File: config.mk
export PLATFORM = sky130hd
export DESIGN_NAME = pn_seq_gen
export DESIGN_NICKNAME = d
export VERILOG_FILES = /design/src/rtl/pn_seq_gen.sv
export SDC_FILE = /design/constraint.sdc
export NUM_CORES = 1
export LEC_CHECK = 0
export ABC_AREA = 1
export ABC_CLOCK_PERIOD_IN_PS = 1240
export BUFFER_PORTS_ARGS = -buffer_cell sky130_fd_sc_hd__clkbuf_2
export CAP_MARGIN = 20
export CORE_MARGIN = 2
export CORE_UTILIZATION = 35
export CTS_BUF_LIST = sky130_fd_sc_hd__clkbuf_4 sky130_fd_sc_hd__clkbuf_8
export DETAILED_ROUTE_END_ITERATION = 8
export PLACE_DENSITY = 0.6
export SLEW_MARGIN = 25
export SYNTH_ARGS = -nofsm -noshare
export SYNTH_HDL_FRONTEND = slang
export SYNTH_SLANG_ARGS = --single-unit
File: constraint.sdc
create_clock -name clk -period 1.24 [get_ports clk]
set_input_delay 0.372 -clock clk [delete_from_list [all_inputs] [get_ports clk]]
set_output_delay 0.372 -clock clk [all_outputs]
set_load 0.02 [all_outputs]
File: src/rtl/pn_seq_gen.sv
// pn_seq_gen: parametrised Fibonacci LFSR m-sequence generator with runtime
// seed load, step enable, all-zero lock-up recovery, sequence-start sync pulse
// and a measured-period output. The parallel state doubles as a random word.
module pn_seq_gen #(
    parameter int               WIDTH = 3,
    parameter logic [WIDTH-1:0] TAPS  = WIDTH'(3'b101),
    parameter logic [WIDTH-1:0] SEED  = WIDTH'(1)
) (
    input  logic             clk,
    input  logic             reset,
    input  logic             load,
    input  logic [WIDTH-1:0] seed_in,
    input  logic             en,
    output logic             ser_out,
    output logic [WIDTH-1:0] state_out,
    output logic             sync,
    output logic [WIDTH-1:0] period,
    output logic             period_valid,
    output logic             lockup
);

    // Reject illegal configurations at elaboration time.
    if (WIDTH < 2 || WIDTH > 16) begin : g_bad_width
        $error("pn_seq_gen: WIDTH must be in 2..16");
    end
    if (SEED == '0) begin : g_bad_seed
        $error("pn_seq_gen: SEED must be nonzero");
    end

    logic [WIDTH-1:0] state_q,  state_d;
    logic [WIDTH-1:0] seed_q,   seed_d;
    logic [WIDTH-1:0] cnt_q,    cnt_d;
    logic [WIDTH-1:0] period_q, period_d;
    logic             ser_q,    ser_d;
    logic             sync_q,   sync_d;
    logic             pvalid_q, pvalid_d;
    logic             lockup_q, lockup_d;

    logic             fb;
    logic [WIDTH-1:0] shifted;
    logic [WIDTH-1:0] load_val;

    // Next-state logic: priority load > step (or zero-state recovery) > hold.
    always_comb begin
        fb       = ^(state_q & TAPS);
        shifted  = {state_q[WIDTH-2:0], fb};
        // A zero seed would lock the register, so the default seed replaces it.
        load_val = (seed_in == '0) ? SEED : seed_in;

        state_d  = state_q;
        seed_d   = seed_q;
        cnt_d    = cnt_q;
        period_d = period_q;
        ser_d    = ser_q;
        sync_d   = 1'b0;
        pvalid_d = pvalid_q;
        lockup_d = lockup_q;

        if (load) begin
            state_d  = load_val;
            seed_d   = load_val;
            ser_d    = 1'b0;
            cnt_d    = '0;
            lockup_d = 1'b0;
            pvalid_d = 1'b0;
        end else if (en) begin
            if (state_q != '0) begin
                ser_d   = state_q[WIDTH-1];
                state_d = shifted;
                if (shifted == seed_q) begin
                    sync_d   = 1'b1;
                    period_d = cnt_q + 1'b1;
                    pvalid_d = 1'b1;
                    cnt_d    = '0;
                end else begin
                    cnt_d = (cnt_q == '1) ? cnt_q : cnt_q + 1'b1;
                end
            end else begin
                // Only non-primitive taps can fall into the all-zero state.
                state_d  = seed_q;
                lockup_d = 1'b1;
                ser_d    = 1'b0;
                cnt_d    = '0;
            end
        end
    end

    // All generator state registers, asynchronously reset to the default seed.
    always_ff @(posedge clk or posedge reset) begin
        if (reset) begin
            state_q  <= SEED;
            seed_q   <= SEED;
            cnt_q    <= '0;
            period_q <= '0;
            ser_q    <= 1'b0;
            sync_q   <= 1'b0;
            pvalid_q <= 1'b0;
            lockup_q <= 1'b0;
        end else begin
            state_q  <= state_d;
            seed_q   <= seed_d;
            cnt_q    <= cnt_d;
            period_q <= period_d;
            ser_q    <= ser_d;
            sync_q   <= sync_d;
            pvalid_q <= pvalid_d;
            lockup_q <= lockup_d;
        end
    end

    assign ser_out      = ser_q;
    assign state_out    = state_q;
    assign sync         = sync_q;
    assign period       = period_q;
    assign period_valid = pvalid_q;
    assign lockup       = lockup_q;

endmodule

* Word level (Yosys, flattened, before mapping)
Cells that the tools add are included.
** Storage, ports and cells
- Output and inout bits :: 10
- Word-level logic and storage cells :: 47
- Bits of input ports :: 7
- Register bits after elaboration :: 16
** Operators by class
- Reduce and logical (&&, ||, !) cells :: 10
- Bitwise gates (word level) :: 1
- Multiplexer cells :: 23
- Equal/unequal tests :: 4
- Add/subtract/negate cells :: 1
** Operators by type and width (count)
- $mux 3 :: 9
- $mux 1 :: 14
- $reduce_bool 2->1 :: 3
- $ne 4x4->1 const B :: 1
- $reduce_and 2->1 :: 2
- $reduce_and 4->1 :: 1
- $add 3x1->3 const B :: 1
- $eq 3x3->1 :: 1
- $eq 3x3->1 const B :: 1
- $logic_not 3->1 :: 1
- $reduce_and 3->1 :: 1
- $reduce_bool 3->1 :: 1
- $reduce_xor 3->1 :: 1
- $ne 2x2->1 const B :: 1
- $not 1->1 :: 1

* Longest topological paths before layout
- Word-level depth :: 6
- Depth in mapped cells :: 9
- Gate-level depth less buffers :: 9

* Least setup slack after synthesis
OpenSTA, ideal clock, no wires.
- Path kind :: register -> register
- Start point :: register state_q[0], in the netlist state_out[0]
- End point :: register period_q[0], in the netlist period[0]
- Required time :: 1.120 ns
- Period minus slack after synthesis :: 1.342 ns
- Path slack :: -0.102 ns
- Buffers on the path :: 0
- Cell stages (with the launch flop) :: 10
- Arrival time :: 1.222 ns
- Setup time :: 0.120 ns
- Cells stage by stage :: dfstp_2 inv_2 nand2_2 nand2_2 nor2_4 nand2_4 clkinv_2 nand2_4 nand2_1 o21ai_2
** Between the ends
- Word-level cells in the longest chain between the ends :: 3
- Elaborated cells on any way between the ends :: 4
- Those cells by class :: eq/ne (1); reduce/logical (3)
** RTL lines
- start, declared :: line 30 : logic [WIDTH-1:0] state_q, state_d;
- start signal, assigned :: line 100 : state_q <= state_d;
- $reduce_xor 3->1 :: line 45 : fb = ^(state_q & TAPS);
- $eq 3x3->1 :: line 70 : if (shifted == seed_q) begin
- $reduce_and 4->1 (no line) (*)
- end signal, assigned :: line 103 : period_q <= period_d;
- end, declared :: line 33 : logic [WIDTH-1:0] period_q, period_d;
Every way passes the cells marked *; elsewhere a longest branch is shown, timed or not.
A chain may end at the register's enable or synchronous reset.

* Worst setup path after layout
Ends and elaborated chain as after synthesis.

==> metrics.log <==
INFO  metric outcome = finished, violations left
INFO  metric failed_checks = negative setup slack
INFO  metric design.portCount = 17
INFO  metric totalNegativeSetupSlack = -1540 ps
INFO  metric number_of_antenna_violations_at_the_first_check_in_global_routing = 0
INFO  metric seq_area_frac_synth = 45.7%
INFO  metric worst-r2r-cell-count = 10
INFO  metric net_count_synth = 112
INFO  metric critical_path.endpoint_type = register
INFO  metric dpl-instance-area = 1090 sq um
INFO  metric setup.reg_to_reg.worst_slack = -180 ps
INFO  metric syn-mean-instance-area = 8.55 sq um
INFO  metric worst_slack = -185 ps
INFO  metric share_of_layout_cells_above_drive_strength_1 = 54.3%
INFO  metric h_tree_depth = 1
INFO  metric tritoncts = yes
INFO  metric netlist_area = 881 sq um
INFO  metric crit_path_start = state_out[0]
INFO  metric worst_path_max_delay_cell = sky130_fd_sc_hd__dfstp_2
INFO  metric grt_pass1_vias = 749
INFO  metric critical_path.startpoint_type = register
INFO  metric critPathMaxStageDelay = 570 ps
INFO  metric dp_slack = -104 ps
INFO  metric layout.filler_cells = 231
INFO  metric track_usage = 16.1%
INFO  metric timing.final.max_slew_violations = 0
INFO  metric root_buffer = sky130_fd_sc_hd__clkbuf_4
INFO  metric post_synth_num_cell_types = 24
INFO  metric post-place-cells = 158
INFO  metric num_antenna_cells = 0
INFO  metric final_worst_path_cycle_share = 115%
INFO  metric clkSinkCount = 16
INFO  metric die_w = 54.2 microns
INFO  metric max_freq = 702 MHz
INFO  metric initial_core_util = 36.2%
INFO  metric post_layout_nonfiller_instances = 170
INFO  metric min_period = 1420 ps
INFO  metric clock_pin_transition_on_the_worst_setup_and_hold_timing_paths = 90 ps
INFO  metric reg2reg_from = state_out[0]
INFO  metric cellLeakagePower = 0.696 nW
INFO  metric first_pass_iters = 4
INFO  metric tightestPinTransition = 356 ps
INFO  metric gp_routability_congestion = 0.876
INFO  metric portBuffers = 16
INFO  metric finalHoldViolations = 0
INFO  metric post_route_drc = 0
INFO  metric die_y = 54.2 microns
INFO  metric arrival = 1650 ps
INFO  metric drv_cap = 0
INFO  metric crit_type = register to register
INFO  metric grt_setup_unrepaired = yes
INFO  metric grt_pass1_wl = 3320 microns
INFO  metric grt_max_degree = 10
INFO  metric fin_hold_ws = 7.51 ps
INFO  metric die_area = 2930 sq um
INFO  metric finalInstanceArea = 1310 sq um
INFO  metric detail_route.vias_per_cell = 4.60
INFO  metric core-area = 2430 sq um
INFO  metric power_density = 1350 nW/um^2
INFO  metric placement_rows = 18
INFO  metric layout.nets = 150
INFO  metric cell_type_group_with_the_largest_total_delay_on_the_critical_path = flip-flops
INFO  metric worstPathRequired = 1470 ps
INFO  metric max_slew_margin = 76.3%
INFO  metric netlist_instances = 103
INFO  metric cts_made_buffers = 3
INFO  metric final.setup_skew = 1.26 ps
INFO  metric route.antenna.remaining_nets = 0
INFO  metric insertion_delay = 290 ps
INFO  metric global_route.overflow_total = 0
INFO  metric clock_path_buffers = 2
INFO  metric critical_path.cell_chain = buf_12, buf_8, nand2_1, nand2_2, nor2_4, nand2_4, clkinv_4, nand2_8, nand2_4, o21ai_2
INFO  metric critical_path.most_common_cell = sky130_fd_sc_hd__nand2_4
INFO  metric ys_warn_count = 0
INFO  metric setup_violating_endpoint_count_in_the_final_report = 11
INFO  metric area_delta_synth_final = 48.2%
INFO  metric routed-via-count = 782
INFO  metric layout.core_utilization = 53.7%
INFO  metric crit-reg2reg-capture = period[0]
INFO  metric average_wire_per_cell_in_the_routed_design = 11.5 microns
INFO  metric vdd_drop_max = 0.813 mV
INFO  metric timing.critical_path.fanout_max = 8
INFO  metric path_buf_inv = 3
INFO  metric wirelength = 1960 microns
INFO  metric p_total = 1.76 mW
INFO  metric dp.final_hpwl = 1470 microns
INFO  metric hold_class = input pin to async pin
INFO  metric yosys_register_bits = 16
INFO  metric drtIter0Drc = 5
routing by layer:
layer  vias up  share of wire [%]  wire length (microns)  track usage (%)
met5         -                  0                      0                0
met4         0                2.6                     51             8.75
met3         5                3.7                     72             1.67
met2        18                 50                    971             26.3
met1       365                 44                    859             20.5
li1        394                  -                      -                -
placed cells by master (no fill, tap or decap), drive strengths merged:
cell type,Yosys,final
a22o,1,1
inv,15,15
clkinv,2,2
nand2,39,39
o211ai,1,1
a31oi,2,2
a21oi,1,1
o2111ai,1,1
ha,2,2
dfstp,2,2
buf,1,22
nor2,10,10
clkbuf,0,16
o21ai,8,8
dfrtp,14,14
nand3,4,4
cell families after synthesis:
logic type | Yosys count | synth area share [%]
and+or+nand+nor | 53 | 31.5
buffers and inverters | 18 | 7.95
DFF | 16 | 45.7
AOI/OAI and AO/OA | 14 | 11.9
adders and majority gates | 2 | 2.84
cell type report:
class | instances | area (sq um) | area share [%]
Multi-Input combinational cell | 69 | 482 | 36.9
Clock buffer | 4 | 36.3 | 2.78
Inverter | 17 | 73.8 | 5.66
Timing Repair Buffer | 34 | 273 | 20.9
Sequential cell | 16 | 403 | 30.9
Tap cell | 30 | 37.5 | 2.88
Yosys cell counts (all sizes together):
master / instances / area (sq um)
o21ai: 8 / 51.3
a21oi: 1 / 16.3
a22o: 1 / 8.76
clkinv: 2 / 8.75
nor2: 10 / 66.3
o211ai: 1 / 7.51
inv: 15 / 56.3
dfstp: 2 / 52.6
nand2: 39 / 181
buf: 1 / 5.00
dfrtp: 14 / 350
a31oi: 2 / 12.5
o2111ai: 1 / 8.76
nand3: 4 / 30.0
ha: 2 / 25.0
what timing repair did:
item,in CTS,in global routing
gates resized for setup,13,19
pin swaps,1,10
endpoints found under the setup margin,11,18
hold buffers,0,0
setup buffers,4,4
power by group:
group	internal, mW	switching (mW)	leakage [nW]
clock network	0.179	0.170	0.0210
registers	0.611	0.0643	0.204
logic	0.343	0.393	0.471
total	1.13	0.627	0.696
worst max-delay path by stage:
stage | endpoint | slack [ps] | cells after the start
2_1_floorplan | period[0] | -100 | 9
3_3_place_gp | cnt_q[2] | -70 | 8
3_5_place_dp | cnt_q[2] | -100 | 8
4_1_cts | cnt_q[2] | -150 | 10
5_1_grt | period[0] | -290 | 10
6_report | period[0] | -180 | 10
sequential cells by signal (all words and copies together) (netlist names):
register / flops
cnt_q: 3
period: 3
seed_q: 3
state_out: 3
lockup: 1
period_valid: 1
ser_out: 1
sync: 1
Power figures use the tool's default switching activity.
